### config.mk
export PLATFORM = sky130hd
export DESIGN_NAME = shift_sequencer_flat
export DESIGN_NICKNAME = d
export VERILOG_FILES = /design/src/rtl/shift_sequencer_if.sv /design/src/rtl/shift_sequencer.sv /design/src/flat_wrapper.sv
export SDC_FILE = /design/constraint.sdc
export NUM_CORES = 1
export LEC_CHECK = 0
export ABC_AREA = 1
export ABC_CLOCK_PERIOD_IN_PS = 1870
export BUFFER_PORTS_ARGS = -buffer_cell sky130_fd_sc_hd__buf_2
export CAP_MARGIN = 20
export CORE_ASPECT_RATIO = 0.7
export CORE_MARGIN = 4
export CORE_UTILIZATION = 50
export CTS_CLUSTER_DIAMETER = 60
export DETAILED_ROUTE_END_ITERATION = 16
export GPL_ROUTABILITY_DRIVEN = 1
export GPL_TIMING_DRIVEN = 0
export PLACE_DENSITY = 0.92
export SLEW_MARGIN = 30
export SYNTH_ARGS = -nofsm -noshare
export SYNTH_HDL_FRONTEND = slang
export SYNTH_SLANG_ARGS = --single-unit
### constraint.sdc
create_clock -name i_clk -period 1.87 [get_ports i_clk]
set_input_delay 0.2805 -clock i_clk [delete_from_list [all_inputs] [get_ports i_clk]]
set_output_delay 0.2805 -clock i_clk [all_outputs]
set_load 0.02 [all_outputs]
### src/rtl/shift_sequencer_if.sv
// Request/result bus and shifter-drive bus for shift_sequencer; no storage, no latency.
// Backpressure: none on the bus itself; the controller drops start while busy.
interface shift_sequencer_if #(
    parameter int WIDTH = 16,
    parameter int AMT_W = 4
);
    logic             start;
    logic [1:0]       op;
    logic [AMT_W-1:0] amt;
    logic [WIDTH-1:0] din;
    logic             busy;
    logic             done;
    logic [WIDTH-1:0] dout;

    modport master (output start, op, amt, din, input busy, done, dout);
    modport slave  (input start, op, amt, din, output busy, done, dout);
endinterface

interface shifter_if #(
    parameter int WIDTH = 16
);
    logic [WIDTH-1:0] sh_in;
    logic [1:0]       sh_op;
    logic [WIDTH-1:0] sh_out;

    modport ctrl (output sh_in, sh_op, input sh_out);
    modport unit (input sh_in, sh_op, output sh_out);
endinterface

### src/rtl/shift_sequencer.sv
// Iterates an external combinational 1-bit shifter amt times; done pulses amt+1 cycles after start (1 cycle for null ops).
// Backpressure: start is ignored while busy (SHIFT and DONE); requests are not queued.
module shift_sequencer #(
    parameter int WIDTH = 16,
    parameter int AMT_W = 4
) (
    input  logic                 i_clk,
    input  logic                 i_rst_n,
    shift_sequencer_if.slave     bus,
    shifter_if.ctrl              shf
);
    typedef enum logic [1:0] {
        S_IDLE  = 2'd0,
        S_SHIFT = 2'd1,
        S_DONE  = 2'd2
    } state_t;

    state_t           r_state;
    state_t           w_next;
    logic [WIDTH-1:0] r_acc;
    logic [AMT_W-1:0] r_cnt;
    logic [1:0]       r_op;
    logic [WIDTH-1:0] r_dout;
    logic             w_null_op;
    logic             w_last_step;

    // A zero amount or the none opcode completes without touching the shifter.
    assign w_null_op   = (bus.op == 2'b00) || (bus.amt == '0);
    assign w_last_step = (r_cnt == AMT_W'(1));

    always_comb begin
        w_next = r_state;
        case (r_state)
            S_IDLE: begin
                if (bus.start) begin
                    w_next = w_null_op ? S_DONE : S_SHIFT;
                end
            end
            S_SHIFT: begin
                if (w_last_step) begin
                    w_next = S_DONE;
                end
            end
            S_DONE:  w_next = S_IDLE;
            default: w_next = S_IDLE;
        endcase
    end

    always_ff @(posedge i_clk) begin
        if (!i_rst_n) begin
            r_state <= S_IDLE;
            r_acc   <= '0;
            r_cnt   <= '0;
            r_op    <= 2'b00;
            r_dout  <= '0;
        end else begin
            r_state <= w_next;
            case (r_state)
                S_IDLE: begin
                    if (bus.start) begin
                        r_acc <= bus.din;
                        r_op  <= bus.op;
                        r_cnt <= bus.amt;
                        if (w_null_op) begin
                            r_dout <= bus.din;
                        end
                    end
                end
                S_SHIFT: begin
                    r_acc <= shf.sh_out;
                    r_cnt <= r_cnt - AMT_W'(1);
                    if (w_last_step) begin
                        r_dout <= shf.sh_out;
                    end
                end
                default: ;
            endcase
        end
    end

    // Shifter sits in pass-through whenever it is not being stepped.
    assign shf.sh_in = r_acc;
    assign shf.sh_op = (r_state == S_SHIFT) ? r_op : 2'b00;

    assign bus.busy  = (r_state != S_IDLE);
    assign bus.done  = (r_state == S_DONE);
    assign bus.dout  = r_dout;
endmodule

### src/flat_wrapper.sv
// flat-port wrapper written by rule: the top's interface ports become plain ports
module shift_sequencer_flat 
#(
    parameter int WIDTH = 16,
    parameter int AMT_W = 4
)
  (i_clk, i_rst_n, bus_start, bus_op, bus_amt, bus_din, bus_busy, bus_done, bus_dout, shf_sh_in, shf_sh_op, shf_sh_out);
  shift_sequencer_if #(.WIDTH(WIDTH), .AMT_W(AMT_W)) bus_i ();
  shifter_if #(.WIDTH(WIDTH)) shf_i ();
  input  logic i_clk;
  input  logic i_rst_n;
  input wire logic [$bits(bus_i.start)-1:0] bus_start;
  input wire logic [$bits(bus_i.op)-1:0] bus_op;
  input wire logic [$bits(bus_i.amt)-1:0] bus_amt;
  input wire logic [$bits(bus_i.din)-1:0] bus_din;
  output wire logic [$bits(bus_i.busy)-1:0] bus_busy;
  output wire logic [$bits(bus_i.done)-1:0] bus_done;
  output wire logic [$bits(bus_i.dout)-1:0] bus_dout;
  output wire logic [$bits(shf_i.sh_in)-1:0] shf_sh_in;
  output wire logic [$bits(shf_i.sh_op)-1:0] shf_sh_op;
  input wire logic [$bits(shf_i.sh_out)-1:0] shf_sh_out;
  assign bus_i.start = bus_start;
  assign bus_i.op = bus_op;
  assign bus_i.amt = bus_amt;
  assign bus_i.din = bus_din;
  assign bus_busy = bus_i.busy;
  assign bus_done = bus_i.done;
  assign bus_dout = bus_i.dout;
  assign shf_sh_in = shf_i.sh_in;
  assign shf_sh_op = shf_i.sh_op;
  assign shf_i.sh_out = shf_sh_out;
  shift_sequencer #(.WIDTH(WIDTH), .AMT_W(AMT_W)) u_core (.i_clk(i_clk), .i_rst_n(i_rst_n), .bus(bus_i), .shf(shf_i));
endmodule
Word-level counts from Yosys, hierarchy flattened --
Cells that the tools add are included.
Word-level totals: bits of input ports 41, output and inout bits 36, logic and storage cells 35, flip-flop bits (word level) 40
Cells by class: $add $sub $neg 1, mux-type cells 13, reduce and logical (&&, ||, !) cells 10, eq/ne operators 6
Operators with widths (count):
- $mux 16 | 4
- $pmux 16 s2 | 2
- $mux 2 | 4
- $pmux 4 s2 | 1
- $reduce_and 2->1 | 3
- $eq 4x1->1 const B | 1
- $logic_not 2->1 | 2
- $logic_not 4->1 | 1
- $mux 4 | 1
- $ne 2x1->1 const B | 2
- $pmux 2 s2 | 1
- $reduce_and 4->1 | 1
- $reduce_bool 2->1 | 2
- $sub 4x1->4 const B | 1
- $eq 2x1->1 const B | 1
- $eq 2x2->1 const B | 1
- $ne 2x2->1 const B | 1
- $logic_or 1x1->1 | 1

Depth between registers and ports, before layout --
depth in word-level cells 5, depth in mapped cells 9, depth with buffers taken out 7

Least setup slack after synthesis --
OpenSTA, ideal clock, no wires.
path kind register to output, start point register u_core.r_state[0], end point output shf_sh_op[0], data required time 1.590 ns, stages on the path, launching flop included 5, buffers on the path 2, arrival 1.031 ns, path slack 0.559 ns, cell sequence dfxtp_1 nand2_1 buf_6 buf_6 nor2_1
Between the ends: cells in the longest elaborated chain, start to end 2
Ends and longest elaborated chain:
- start, declared | RTL line shift_sequencer.sv:18 | state_t r_state;
- start signal, assigned | RTL line shift_sequencer.sv:57 | r_state <= w_next;
- $eq 2x1->1 | RTL line shift_sequencer.sv:83 | assign shf.sh_op = (r_state == S_SHIFT) ? r_op : 2'b00;
- $mux 2 | RTL line shift_sequencer.sv:83
- end, declared | RTL line flat_wrapper.sv:20 | output wire logic [$bits(shf_i.sh_op)-1:0] shf_sh_op;
Every way passes these cells.

Worst setup path in the final report --
start point register u_core.r_state[0], end point output shf_sh_op[1]
Same word-level chain as after synthesis.

==> run summary <==
IO Pins: 77
DRC: 0
Fin. Hold Viols: 0
crit start category: register
Detailed Routing Iterations Pass 1: 4
die area: 0.00475 mm^2
Synthesized Nets: 304
Final Max Slew Viols: 0
number of routed nets with antenna violations: 0
WL final: 5.24 mm
sw frac: 36.6%
Synth Instances: 261
warnings from Yosys: 0
I/O Buffers: 75
combinational share of power: 33.6%
Worst slew margin: 70.0%
post-route minimum period: 1.79 ns
Rows: 18
Post-CTS Resized: 0
synthesized flop and latch total: 40
clock-pin slew on the worst setup and hold paths: 0.08 ns
Tcrit/Tclk final: 95.8%
antenna violations before repair: 0
synth unique cells: 23
total grt overflow: 0
Worst Path Max Fanout: 10
ANT cells: 0
Setup TNS: 0 ns
critical path class: register to output pin
most frequent CP cell: buf_6
vias: 2020
final RePlAce weighted congestion: 0.872
die span in y: 58.9 um
Pleak: 0.00124 uW
Seq/Total Area, Yosys: 43.3%
pin slew with the least headroom to its limit: 0.450 ns
Sink Count: 40
Post-Syn Area: 0.00185 mm^2
routed vias/inst: 5.13
Setup WS pre-CTS: 0.397 ns
top cells by area, synth: dfxtp_1, a21oi_1, nand2_1, o21ai_0, nor2_1
DP HPWL: 3.92 mm
CTS tree: built
largest net degree at the start of global routing: 13
share of the synthesized area in the top cell type: 43.3%
Hold Crit Class: primary input to register
number of setup buffers added after CTS: 0
Finish-stage setup viols: 0
clk_skew: 0.00895 ns
Syn Area/Cell: 7.09 um^2
fmax: 558 MHz
Starting Density: 52.3%
Int Pwr: 1560 uW
worst setup margin: 0.0792 ns
later-pin clock latency in the skew report: 0.30 ns
Initial DRC Count: 139
first-pass GRT wire length: 7.97 mm
Max VDD drop: 0.528 mV
critical-path cell list: nand2_1 -> buf_6 -> buf_6 -> nor2_1 -> buf_2
CTS Buffer Depth: 2
Reg power frac: 42.6%
die width: 80.7 um
outcome: finished, final reports clean
Root Buffer: clkbuf_8
CP Capture Type: output pin
net switching power: 899 uW
Arr. time, crit path: 1.51 ns
routed len/inst: 13.3 um
Core Area: 0.00354 mm^2
RSZ-0062 raised after global routing: no
Inserted Clock Buffers: 5
CTS H-tree depth: 2
share of layout cells above drive strength 1: 29.9%
post-synth top area cell: dfxtp_1
critical path required time: 1.59 ns
Crit-path slowest cell: dfxtp_1
Max-Cap Viols: 0
vias in the first global route: 1759
CTS Hold Bufs: 0
PD cells: 1030 mW/mm^2
global-route usage over all layers: 22.4%
clock share of power: 23.8%
# nets final: 386
max incr delay on CP: 0.45 ns
Area Overhead vs Synth: 28.7%
cell usage in the layout, fill, tap and decap left out, types with 2 or more instances in the layout:
master | Yosys | final
inv_1 | 23 | 23
inv_2 | 2 | 2
buf_4 | 2 | 2
clkbuf_8 | 0 | 6
clkinv_2 | 0 | 2
o21ai_0 | 25 | 25
a21oi_1 | 39 | 39
o21ai_1 | 12 | 12
nor2_1 | 29 | 29
clkbuf_1 | 3 | 3
nand2_1 | 46 | 46
nand3_1 | 18 | 18
buf_2 | 8 | 83
buf_6 | 3 | 3
dfxtp_1 | 40 | 40
ha_1 | 2 | 2
sequential cells by signal, summed over array words and instances (netlist names):
register	flops
u_core.r_state	2
u_core.bus.dout	16
u_core.r_op	2
u_core.shf.sh_in	16
u_core.r_cnt	4
layer usage:
layer	wire [um]	vias up	GRT usage, %
met3	526	15	5.50
met4	140	0	11.3
met2	2170	113	33.4
met1	2400	878	30.4
li1	-	1014	-
met5	0	-	0
power by group through the flow:
| stage | sequential, uW | clock [uW] | combinational (uW) |
|---|---|---|---|
| final | 1050 | 584 | 826 |
| after global routing | 1060 | 615 | 913 |
| after CTS | 1040 | 590 | 819 |
| after detailed placement | 1060 | 0 | 815 |
| after global placement | 1060 | 0 | 795 |
| after floorplan | 1180 | 0 | 428 |
cell families (layout without fill, tap and decap cells):
| logic type | Yosys count | after routing | share of synthesized area, % |
|---|---|---|---|
| AOI/OAI and AO/OA | 79 | 79 | 22.3 |
| and+or+nand+nor | 98 | 98 | 22.3 |
| buffers and inverters | 42 | 125 | 10.7 |
| DFF | 40 | 40 | 43.3 |
| adders and majority gates | 2 | 2 | 1.35 |
synth_stat cells:
master    number
a21oi_1       39
inv_2          2
nand3_1       18
nand4_1        1
buf_6          3
a21oi_4        1
buf_1          1
nor2_1        29
nand3_2        1
nor2_4         1
nand2_1       46
dfxtp_1       40
buf_4          2
ha_1           2
o21ai_0       25
inv_1         23
clkbuf_1       3
o21ai_1       12
a211oi_1       1
buf_2          8
or2_2          1
nand3b_1       1
o21ai_2        1
per-stage QoR:
stage	std cells	power, uW	hold WS [ns]	instance area [um^2]	util, %
2_1_floorplan	261	1610	0.424	1850	-
3_3_place_gp	386	1860	0.448	2290	64.7
3_5_place_dp	386	1870	0.450	2290	64.7
4_1_cts	394	2450	0.267	2380	67.3
5_1_grt	394	2590	0.310	2380	67.3
6_report	394	2460	0.278	2380	67.3
critical path: cells and delay by family, from the launching register on:
| family | cells | cell delay, ns |
|---|---|---|
| simple gates | 2 | 0.27 |
| flops | 1 | 0.45 |
| buf+inv | 3 | 0.49 |
path summary, 6_finish.rpt:
| check | startpoint | to | slack, ns | cells past startpoint |
|---|---|---|---|---|
| max | u_core.r_state[0] | shf_sh_op[1] | 0.08 | 5 |
| min | bus_amt[1] | u_core.r_cnt[1] | 0.28 | 3 |
| max reg2reg | u_core.r_state[1] | u_core.bus.dout[2] | 0.35 | 9 |
| min reg2reg | u_core.r_op[0] | u_core.r_op[0] | 0.46 | 2 |
layout make-up:
cell class / instances / area, um^2
tap: 50 / 62.6
timing repair buffer: 75 / 375
sequential: 40 / 801
buffer: 17 / 104
multi-input combinational: 179 / 851
clock inverter: 2 / 10.0
fill: 295 / 1160
inverter: 25 / 93.8
clock buffer: 6 / 82.6
No activity file was read; power rests on OpenSTA's default activity.
